`config.mk`:
```
export PLATFORM = sky130hd
export DESIGN_NAME = switch_led_ctrl
export DESIGN_NICKNAME = d
export VERILOG_FILES = /design/src/rtl/switch_led_ctrl.sv
export SDC_FILE = /design/constraint.sdc
export NUM_CORES = 1
export LEC_CHECK = 0
export ABC_CLOCK_PERIOD_IN_PS = 1730
export CAP_MARGIN = 25
export CORE_MARGIN = 4
export CORE_UTILIZATION = 57
export CTS_CLUSTER_DIAMETER = 50
export DETAILED_ROUTE_END_ITERATION = 10
export GPL_TIMING_DRIVEN = 0
export PLACE_DENSITY = 0.9
export SLEW_MARGIN = 10
export SYNTH_ARGS = -nofsm -noshare
export SYNTH_HDL_FRONTEND = slang
export SYNTH_SLANG_ARGS = --single-unit
```
`constraint.sdc`:
```
create_clock -name clk -period 1.73 [get_ports clk]
set_input_delay 0.173 -clock clk [delete_from_list [all_inputs] [get_ports clk]]
set_output_delay 0.173 -clock clk [all_outputs]
set_load 0.005 [all_outputs]
```
`src/rtl/switch_led_ctrl.sv`:
```
// Board-level switch bank to LED bank controller: synchronise, debounce, then
// display the debounced switches as pass-through, binary counter, chaser or blink.

module switch_led_db_lane #(
    parameter int DEBOUNCE = 16
) (
    input  logic clk,
    input  logic rst_n,
    input  logic sw_s,
    output logic stable,
    output logic upd
);
    localparam int              DB_W    = (DEBOUNCE > 1) ? $clog2(DEBOUNCE) : 1;
    localparam logic [DB_W-1:0] DB_LAST = DB_W'(DEBOUNCE - 1);

    logic [DB_W-1:0] cnt_q, cnt_d;
    logic            stable_q, stable_d;

    // Any return to the stable level wipes the count: no partial credit.
    always_comb begin
        cnt_d    = '0;
        stable_d = stable_q;
        upd      = 1'b0;
        if (sw_s != stable_q) begin
            if (cnt_q == DB_LAST) begin
                stable_d = sw_s;
                upd      = 1'b1;
            end else begin
                cnt_d = cnt_q + DB_W'(1);
            end
        end
    end

    always_ff @(posedge clk or negedge rst_n) begin
        if (!rst_n) begin
            cnt_q    <= '0;
            stable_q <= 1'b0;
        end else begin
            cnt_q    <= cnt_d;
            stable_q <= stable_d;
        end
    end

    assign stable = stable_q;
endmodule

module switch_led_ctrl #(
    parameter int WIDTH    = 6,
    parameter int DEBOUNCE = 16,
    parameter int TICK_DIV = 1000
) (
    input  logic             clk,
    input  logic             rst_n,
    input  logic [WIDTH-1:0] switch,
    input  logic [1:0]       mode,
    output logic [WIDTH-1:0] led,
    output logic [WIDTH-1:0] sw_stable,
    output logic             changed
);
    localparam int              PS_W    = $clog2(TICK_DIV);
    localparam logic [PS_W-1:0] PS_LAST = PS_W'(TICK_DIV - 1);

    logic [WIDTH-1:0] sw_m_q, sw_s_q;
    logic [1:0]       mode_m_q, mode_s_q, mode_q;
    logic [WIDTH-1:0] stable, upd;
    logic             changed_q;
    logic [PS_W-1:0]  presc_q, presc_d;
    logic             tick, entry;
    logic             phase_q, phase_d;
    logic [WIDTH-1:0] led_q, led_d;

    always_ff @(posedge clk or negedge rst_n) begin
        if (!rst_n) begin
            sw_m_q   <= '0;
            sw_s_q   <= '0;
            mode_m_q <= '0;
            mode_s_q <= '0;
        end else begin
            sw_m_q   <= switch;
            sw_s_q   <= sw_m_q;
            mode_m_q <= mode;
            mode_s_q <= mode_m_q;
        end
    end

    for (genvar i = 0; i < WIDTH; i++) begin : g_lane
        switch_led_db_lane #(.DEBOUNCE(DEBOUNCE)) u_lane (
            .clk    (clk),
            .rst_n  (rst_n),
            .sw_s   (sw_s_q[i]),
            .stable (stable[i]),
            .upd    (upd[i])
        );
    end

    assign tick    = (presc_q == PS_LAST);
    assign presc_d = tick ? '0 : presc_q + PS_W'(1);
    assign entry   = (mode_s_q != mode_q);

    // Priority entry > changed > tick; the new mode already acts in its entry cycle.
    always_comb begin
        led_d   = led_q;
        phase_d = phase_q;
        case (mode_s_q)
            2'd0: led_d = stable;
            2'd1: begin
                if (entry || changed_q) led_d = stable;
                else if (tick)          led_d = led_q + WIDTH'(1);
            end
            2'd2: begin
                if (entry)     led_d = WIDTH'(1);
                else if (tick) led_d = {led_q[WIDTH-2:0], led_q[WIDTH-1]};
            end
            default: begin
                led_d = phase_q ? stable : '0;
                if (entry)     phase_d = 1'b1;
                else if (tick) phase_d = ~phase_q;
            end
        endcase
    end

    always_ff @(posedge clk or negedge rst_n) begin
        if (!rst_n) begin
            mode_q    <= '0;
            changed_q <= 1'b0;
            presc_q   <= '0;
            phase_q   <= 1'b0;
            led_q     <= '0;
        end else begin
            mode_q    <= mode_s_q;
            changed_q <= |upd;
            presc_q   <= presc_d;
            phase_q   <= phase_d;
            led_q     <= led_d;
        end
    end

    assign led       = led_q;
    assign sw_stable = stable;
    assign changed   = changed_q;
endmodule

```
==> results of run 1 <==
==> power groups by stage <==
stage,combinational (mW),clock (mW),sequential [mW]
after floorplan,0.140,0,1.69
after global placement,0.234,0,1.70
after detailed placement,0.243,0,1.71
after CTS,0.254,1.47,1.68
after global routing,0.319,1.56,1.69
final,0.287,1.45,1.69
==> per-stage QoR <==
stage / util [%] / setup WS [ns] / cells
2_1_floorplan: - / 0.134 / 255
3_3_place_gp: 66.7 / -1.52 / 344
3_5_place_dp: 66.6 / -0.0663 / 344
4_1_cts: 72.1 / 0.00534 / 361
5_1_grt: 74.7 / -0.0602 / 373
6_report: 74.7 / 0.0418 / 373
==> kinds of logic after synthesis <==
family / after synthesis / share of synthesized area, %
simple gates: 79 / 15.9
xor+xnor: 23 / 7.09
mux: 6 / 2.29
fa+ha+maj: 8 / 3.39
flops: 66 / 56.0
buf+inv: 21 / 3.56
compound gates: 52 / 11.8
==> metal layers <==
metal  share of wire, %  vias up
met4                2.9        0
met3                6.2       18
li1                   -     1016
met1                 39     1088
met5                  0        -
met2                 52       78
==> worst paths after layout <==
kind | end | slack, ns | cells after the start
setup reg to reg | led[0] | 0.04 | 6
min in group asynchronous | g_lane[4].u_lane.cnt_q[1] | 0.44 | 2
setup / recovery | led[0] | 0.04 | 6
hold / removal | sw_m_q[2] | 0.26 | 1
hold reg to reg | sw_s_q[2] | 0.35 | 0
max in group asynchronous | mode_s_q[1] | 0.73 | 2
==> flip-flops by register name (all words and copies together) (netlist names) <==
signal and flops:
mode_m_q 2, g_lane.u_lane.stable 6, sw_s_q 6, mode_q 2, mode_s_q 2, sw_m_q 6, presc_q 10, led 6
g_lane.u_lane.cnt_q 24, phase_q 1, changed 1
==> cell type report <==
type / instances / area share, %
Buffer: 9 / 1.82
Clock buffer: 10 / 3.77
Clock inverter: 6 / 2.44
Inverter: 11 / 1.13
Multi-Input combinational cell: 168 / 34.3
Sequential cell: 66 / 45.3
Tap cell: 67 / 2.30
Timing Repair Buffer: 36 / 8.92
==> worst max-delay path: cells and delay by family, from the launching register on <==
| family | cells | cell delay, ns |
|---|---|---|
| DFF | 1 | 0.38 |
| AOI/OAI and AO/OA | 2 | 0.23 |
| and+or+nand+nor | 2 | 0.72 |
| buffers and inverters | 2 | 0.27 |
==> repair_timing <==
action | 4_1_cts | 5_1_grt
endpoints found under the hold margin | 66 | 0
setup buffers | 0 | 13
hold buffers | 1 | 0
setup endpoints to repair | 7 | 7
pin swaps | 1 | 6
resized for setup | 5 | 7
==> cells in the final DEF (no fill, tap or decap), drive strengths merged, types with 8 or more instances in the layout <==
cell           instances
nor2b                  8
a21oi                 11
clkdlybuf4s50         21
nand3                 12
inv                   12
ha                     8
nor3b                  8
buf                   23
xnor2                 16
nor3                   9
dfrtp                 66
clkbuf                10
nor2                  14
==> results, run 1 <==
- The DRC violation count after routing is 0.
- The number of global-route vias before repair is 2,122.
- The switching power share of the total is roughly a quarter.
- For the pin with the worst max-slew slack, the measured transition is ~0.80 ns.
- The first routing iteration left 164 violations.
- Dividing the detail-routed via count by the number of cells gives 5.90.
- The total global routing track utilization is 21.0%.
- The count of buffers from port buffering is 22.
- The die height is approximately 80 µm.
- The critical setup path kind is flop to flop.
- For the worst-skew pair, the clock arrives at the later sink with an insertion delay of 0.35 ns.
- The number of H-tree levels is 3.
- The final period demand of the worst path is 1.69 ns.
- The post-synthesis cell count is 255.
- The detailed-placement wirelength estimate is 3810 µm.
- The x dimension of the die is 79.9 µm.
- The total area inside the core boundary comes to between 4000 and 5000 µm².
- Combinational logic is responsible for 8.4% of the overall power.
- Counting instances in the post-synthesis netlist gives the leading cell types as 66 x sky130_fd_sc_hd__dfrtp_1, 16 x sky130_fd_sc_hd__xnor2_1, 14 x sky130_fd_sc_hd__nor2_1.
- During I/O placement, the number of pins put on the boundary was 23.
- After detailed routing, the average wire length per cell comes to 17.2 µm.
- The first global-routing pass estimated 10,100 µm of wire.
- The global-route met2 utilization is a little over a third.
- The analysis attributes to cell leakage a power of 1.54 nW.
- The tightest slew margin relative to the limit is 46.8%.
- The worst setup path is launched from a flop.
- The peak supply drop is 0.795 mV.
- For this block, the via count after detailed routing is 2,200.
- After synthesis, the share of flip-flops with an asynchronous set or reset is 100%.
- The floorplan step defined a die boundary enclosing between 6000 and 7000 µm².
- Dividing total power by cell area gives a power density of roughly 940 nW/µm².
- The global-route congestion overflow total is 0.
- The share of layout cells above drive strength 1 is 18.6%.
- After clock tree synthesis, the clock-pin slew on the worst setup and hold paths is ~0.070 ns.
- The largest net degree at the start of global routing is 67.
- Yosys attributes the largest share of cell area to sky130_fd_sc_hd__dfrtp_1 56%, sky130_fd_sc_hd__xnor2_1 4.8%, sky130_fd_sc_hd__ha_1 3.4%.
- After floorplanning, the core was divided into 25 placement rows.
- Of the available clock period, the critical path in the final layout requires between 90% and 100%.
- The internal portion of the total power is 2.61 mW.
- The number of filler instances in the final layout is 320.
- The repair_antennas step left the layout with diodes totalling 0.
- The startpoint identified for the worst register-to-register timing path is mode_s_q[0].
- In the final layout, the multi-input gates occupy 1250 µm².
- Global routing used 7.79% of the available met3 tracks.
- The cell at the root of the clock tree is sky130_fd_sc_hd__clkbuf_8.
- The share of total power dissipated in the clock network is a little over two fifths.
- The tool flagged a number of max-cap violations equal to 0.
- Setup repair after global routing could not meet its margin everywhere.
- The worst endpoint required time is roughly 2.0 ns.
- The final weighted congestion in routability-driven placement is 0.819.
- For met1 alone, demand over resource in global routing was 24.5%.
- The sum of routed wire length over all layers is approximately 6400 µm.
- Along the worst path, the maximum fanout reaches 6.
- In the post-synthesis netlist, the cell with the most instances is sky130_fd_sc_hd__dfrtp_1.
- In this run the worst setup path begins at mode_s_q[0].
- In this design, the stage delay of the slowest critical-path cell is 0.43 ns.
- Relative to the synthesized area, the layout overhead comes to 23.7%.
- After the last flow step, the layout net total stands at 319.
- The number of register bits inferred by synthesis is 66.
- The min-delay analysis places its worst path in the category input pin to flop.
- Power comes to 3.42 mW.
- The largest individual stage delay along the critical path comes from the cell sky130_fd_sc_hd__or3b_2.
- Across all hold checks on the routed design, the worst slack comes to 0.258 ns.
- The most used routing layer in global routing is met2.
- The critical path capture point type is a flop.
- The number of failing setup endpoints in the final timing report is 0.
- The total CTS buffers is 9.
- The cell area after technology mapping is between 2000 and 3000 µm².
- The number of optimization iterations in the first detailed-route pass is 4.
- The share of synthesized area in the top cell type comes to a little under three fifths.
- Once the floorplan was initialized, standard cells occupied roughly three fifths of the core.
- The sequential share of the synthesized area is 56.0%.
- The CTS tree is yes.
- No sink is reached through more buffers than the 2 on the longest clock path.
- The most area-hungry cell type in the Yosys netlist is sky130_fd_sc_hd__dfrtp_1.
- The final max-slew violation count is 0.
- The number of different library cells in the post-synthesis netlist is 47.
- The number of hold violations in the final report is 0.
- The peak clock frequency supported by timing is 0.592 GHz.
- Per report_power, the sequential group accounts for 49.3% of the total.
- Synthesis produced a netlist with a net count of 273.
- The sequential cell area is 1650 µm².
- The cell area after placement is 3250 µm².
- The most used flip-flop cell after synthesis is sky130_fd_sc_hd__dfrtp_1.
- The count of clock tree sinks is between 60 and 70.
- Yosys printed 0 warnings.
- After routing, the total negative slack on setup checks comes to 0 ns.
- The signal on the critical path passes through buf_6 > buf_4 > or3b_2 > nor4_1 > o32ai_1 > o211ai_1.
- The average footprint of a synthesized cell is 11.6 µm².
- The count of nets left with antenna violations once routing finished came out at 0.
- For the worst setup path, the data arrival time is 1.95 ns.
- The number of enable flip-flop cells after synthesis is 0.
- The initial antenna violation count came to 0.
- For this design the total switching power over the nets is just over 0.8 mW.
- For the final database, setup skew stands at 0.00850 ns.
- In this run the most critical hold path is launched from switch[2].
- The final instance area is 3650 µm².
- The flow ran to the end, and the final reports show no timing, DRC or antenna violations.
No activity file was read; power rests on OpenSTA's default activity.
==> inputs of run 2 (changes only) <==
--- a/config.mk
+++ b/config.mk
@@ -12,2 +12,3 @@
 export CTS_CLUSTER_DIAMETER = 50
+export CTS_CLUSTER_SIZE = 14
 export DETAILED_ROUTE_END_ITERATION = 10
--- a/constraint.sdc
+++ b/constraint.sdc
@@ -3,2 +3,2 @@
 set_output_delay 0.173 -clock clk [all_outputs]
-set_load 0.005 [all_outputs]
+set_load 0.1 [all_outputs]
==> run 2 against run 1 <==
  * The run now ends with setup timing left
  * Clock power shrank 25%
  * Largest power group unchanged
  * Sequential power is essentially flat
  * Critical endpoint is now led[5]
  * Cell area shrank 0.51%
  * First-iteration DRC count grew 3.0%
==> results, run 2 (same netlist as run 1, synthesis figures left out) <==
- The largest registers in the layout are g_lane.u_lane.cnt_q x24, presc_q x10.
- The number of global-route vias before repair came to 2,165 (+2.0%).
- The total CTS buffers is 9 (unchanged).
- The number of cell rows is 25 (unchanged).
- The leakage dissipation came to 1.53 nW (-0.83%).
- The combined area of the multi-input logic cells is 1250 µm² (+0.20%).
- The average vias per placed instance is 5.81 (-1.5%).
- The kind of launch point of the worst setup path is a flop.
- The diode insertion count for antenna repair is 0 (unchanged).
- The tightest slew margin relative to the limit is 47.1% (+0.29 points).
- The peak clock frequency supported by timing came to 0.570 GHz (-3.8%).
- The DRC violation count after routing is 0 (unchanged).
- The worst-margin pin slew is 0.793 ns (-0.00435 ns).
- Clock tree synthesis selected as its root buffer the cell sky130_fd_sc_hd__clkbuf_8.
- The reported max-cap violation count is 0 (unchanged).
- The sequential cell area came to 1660 µm² (+0.61%).
- The source-to-sink clock delay at the later pin of the worst-skew pair was 0.34 ns (about the same).
- The run finished, with violations left.
- The cell area power density came to 870 nW/µm² (-7.3%).
- The endpoint arrival time on the critical path came to 1.97 ns (+0.02 ns).
- The top-level I/O count is 23 (unchanged).
- The number of filler instances in the final layout came to 329 (+2.8%).
- The area of the core region came to 4880 µm² (unchanged).
- The CTS tree is yes.
- The checks that failed: setup timing.
- The global-route congestion overflow total is 0 (unchanged).
- In the layout the commonest cells are 59 x sky130_fd_sc_hd__dfrtp_1, 22 x sky130_fd_sc_hd__buf_4, 16 x sky130_fd_sc_hd__xnor2_1.
- The net total in the final layout is 321 (+0.63%).
- The number of H-tree levels is 3 (unchanged).
- The number of hold violations in the final report came to 0 (unchanged).
- The sum of routed wire length over all layers is 6270 µm (-2.4%).
- The final weighted congestion in routability-driven placement is 0.863 (+5.4%).
- The final routed wire length divided by cell count was 16.7 µm (-2.9%).
- The die height was 79.9 µm (unchanged).
- The total global routing track utilization is 20.4% (-0.60 points).
- The flip-flop count of the largest register after layout is 24 (unchanged).
- The classification of the worst-slack hold path is input pin to flop.
- The routed length on met1 came to 2540 µm (+0.95%).
- The number of failing setup endpoints in the final timing report is 1 (+1).
- The violation count after the first detailed-route iteration came to 169 (+3.0%).
- The starting density of the core is 60.4% (unchanged).
- The x dimension of the die is 79.9 µm (unchanged).
- The area added between synthesis and finish is 23.0%.
- The post-CTS clock slew at the launch and capture registers of the worst setup and hold paths is 0.07 ns (about the same).
- The count of buffers from port buffering is 22 (unchanged).
- The critical setup path kind is flop to flop.
- The first-pass GRT wire length is 9890 µm (-1.9%).
- The number of antenna-violating nets in the routed design is 0 (unchanged).
- The detailed route wirelength on metal3 is 360 µm (-8.9%).
- The maximum clock skew at final layout was 0.00614 ns (-0.00235 ns).
- The sum of negative setup slack is -0.0257 ns (-0.0257 ns).
- The post-route fraction of the period consumed by the critical path is 101% (+3.9 points).
- The final max-slew violation count came to 0 (unchanged).
- The share of layout cells above drive strength 1 was 24.7% (+6.0 points).
- The detailed-placement wirelength estimate was 3650 µm (-4.4%).
- The worst setup path is captured at a flop.
- The count of clock tree sinks is 66 (unchanged).
- The maximum fanout count along the critical path is 7 (+1).
- The routed length on met2 is 3140 µm (-5.7%).
- The largest net degree at the start of global routing is 67 (unchanged).
- The worst endpoint required time was 1.94 ns (-0.06 ns).
- The highest layer touched by signal routing is met4.
- The post-layout worst setup margin was -0.0257 ns (-0.0675 ns).
- The final period demand of the worst path is 1.76 ns (+0.0675 ns).
- The number of optimization iterations in the first detailed-route pass came to 5 (+1).
- The overall power of the completed layout was 3.16 mW (-7.7%).
- The top register by number of flip-flops is g_lane.u_lane.cnt_q.
- The initial antenna violation count is 0 (unchanged).
- The most frequent standard cell in the layout excluding fill and tap cells is sky130_fd_sc_hd__dfrtp_1.
- The peak supply drop is 0.772 mV (-2.9%).
- The via count of the routed design is 2,178 (-1.0%).
- The clock tree buffer depth is 2 (unchanged).
- The area of the die is 6390 µm² (unchanged).
[run 2: cell count changes in the layout (fill, tap and decap cells not counted), moves of 2 or more]
cell,previous run,this run
sky130_fd_sc_hd__clkbuf_1,0,3
sky130_fd_sc_hd__clkdlybuf4s15_2,0,13
sky130_fd_sc_hd__clkinvlp_4,2,0
sky130_fd_sc_hd__buf_4,20,22
sky130_fd_sc_hd__clkinv_2,1,3
sky130_fd_sc_hd__dfrtp_1,65,59
sky130_fd_sc_hd__bufinv_16,2,0
sky130_fd_sc_hd__clkdlybuf4s50_1,21,8
sky130_fd_sc_hd__dfrtp_2,1,6
[run 2: repair_timing]
action | CTS | global route
endpoints found under the setup margin | 26 | 4
setup buffers | 2 | 12
hold endpoints to repair | 66 | 0
gates resized for setup | 44 | 10
hold buffers | 1 | 0
pin swaps | 1 | 7
[run 2: final timing paths]
| path | from | endpoint | slack, ns | depth (start not counted) |
|---|---|---|---|---|
| max | mode_s_q[0] | led[5] | -0.03 | 5 |
| min | switch[1] | sw_m_q[1] | 0.26 | 1 |
| max reg2reg | mode_s_q[0] | led[5] | -0.03 | 5 |
| min reg2reg | sw_m_q[2] | sw_s_q[2] | 0.35 | 0 |
| max in group asynchronous | rst_n | changed | 0.68 | 2 |
| min in group asynchronous | rst_n | sw_m_q[4] | 0.46 | 2 |
[run 2: final cells by class]
class | count | share of cell area (%)
sequential | 66 | 45.8
multi-input combinational | 168 | 34.6
timing repair buffer | 37 | 9.62
clock buffer | 13 | 4.10
tap | 67 | 2.31
buffer | 10 | 2.03
inverter | 11 | 1.14
clock inverter | 3 | 0.414
[run 2: layer usage]
layer / vias up / GRT usage [%]
met4: 0 / 11.5
met3: 23 / 4.97
li1: 1011 / -
met2: 74 / 33.4
met5: - / 0
met1: 1070 / 24.6
[run 2: power breakdown]
part	total [mW]	internal, mW	switching (mW)
clock	1.09	0.553	0.541
sequential	1.69	1.61	0.0772
combinational	0.372	0.141	0.231
total	3.16	2.31	0.849
[run 2: per-stage QoR]
stage / setup slack (ns) / hold WS, ns / util (%) / instances / area (µm²)
floorplan: 0.00444 / -0.123 / - / 255 / 2960
global placement: -1.93 / 0.332 / 66.9 / 344 / 3260
detailed placement: -0.147 / 0.315 / 66.8 / 344 / 3260
CTS: 0.0172 / 0.257 / 71.6 / 363 / 3500
global route: -0.0629 / 0.256 / 74.4 / 375 / 3630
finish: -0.0257 / 0.263 / 74.4 / 375 / 3630
[run 2: critical path: stages, from the launching register on]
cell and delay (ns):
sky130_fd_sc_hd__dfrtp_1 0.40, sky130_fd_sc_hd__buf_6 0.15, sky130_fd_sc_hd__xor2_4 0.20, sky130_fd_sc_hd__or3_4 0.46, sky130_fd_sc_hd__o311ai_2 0.29, sky130_fd_sc_hd__a31oi_1 0.13
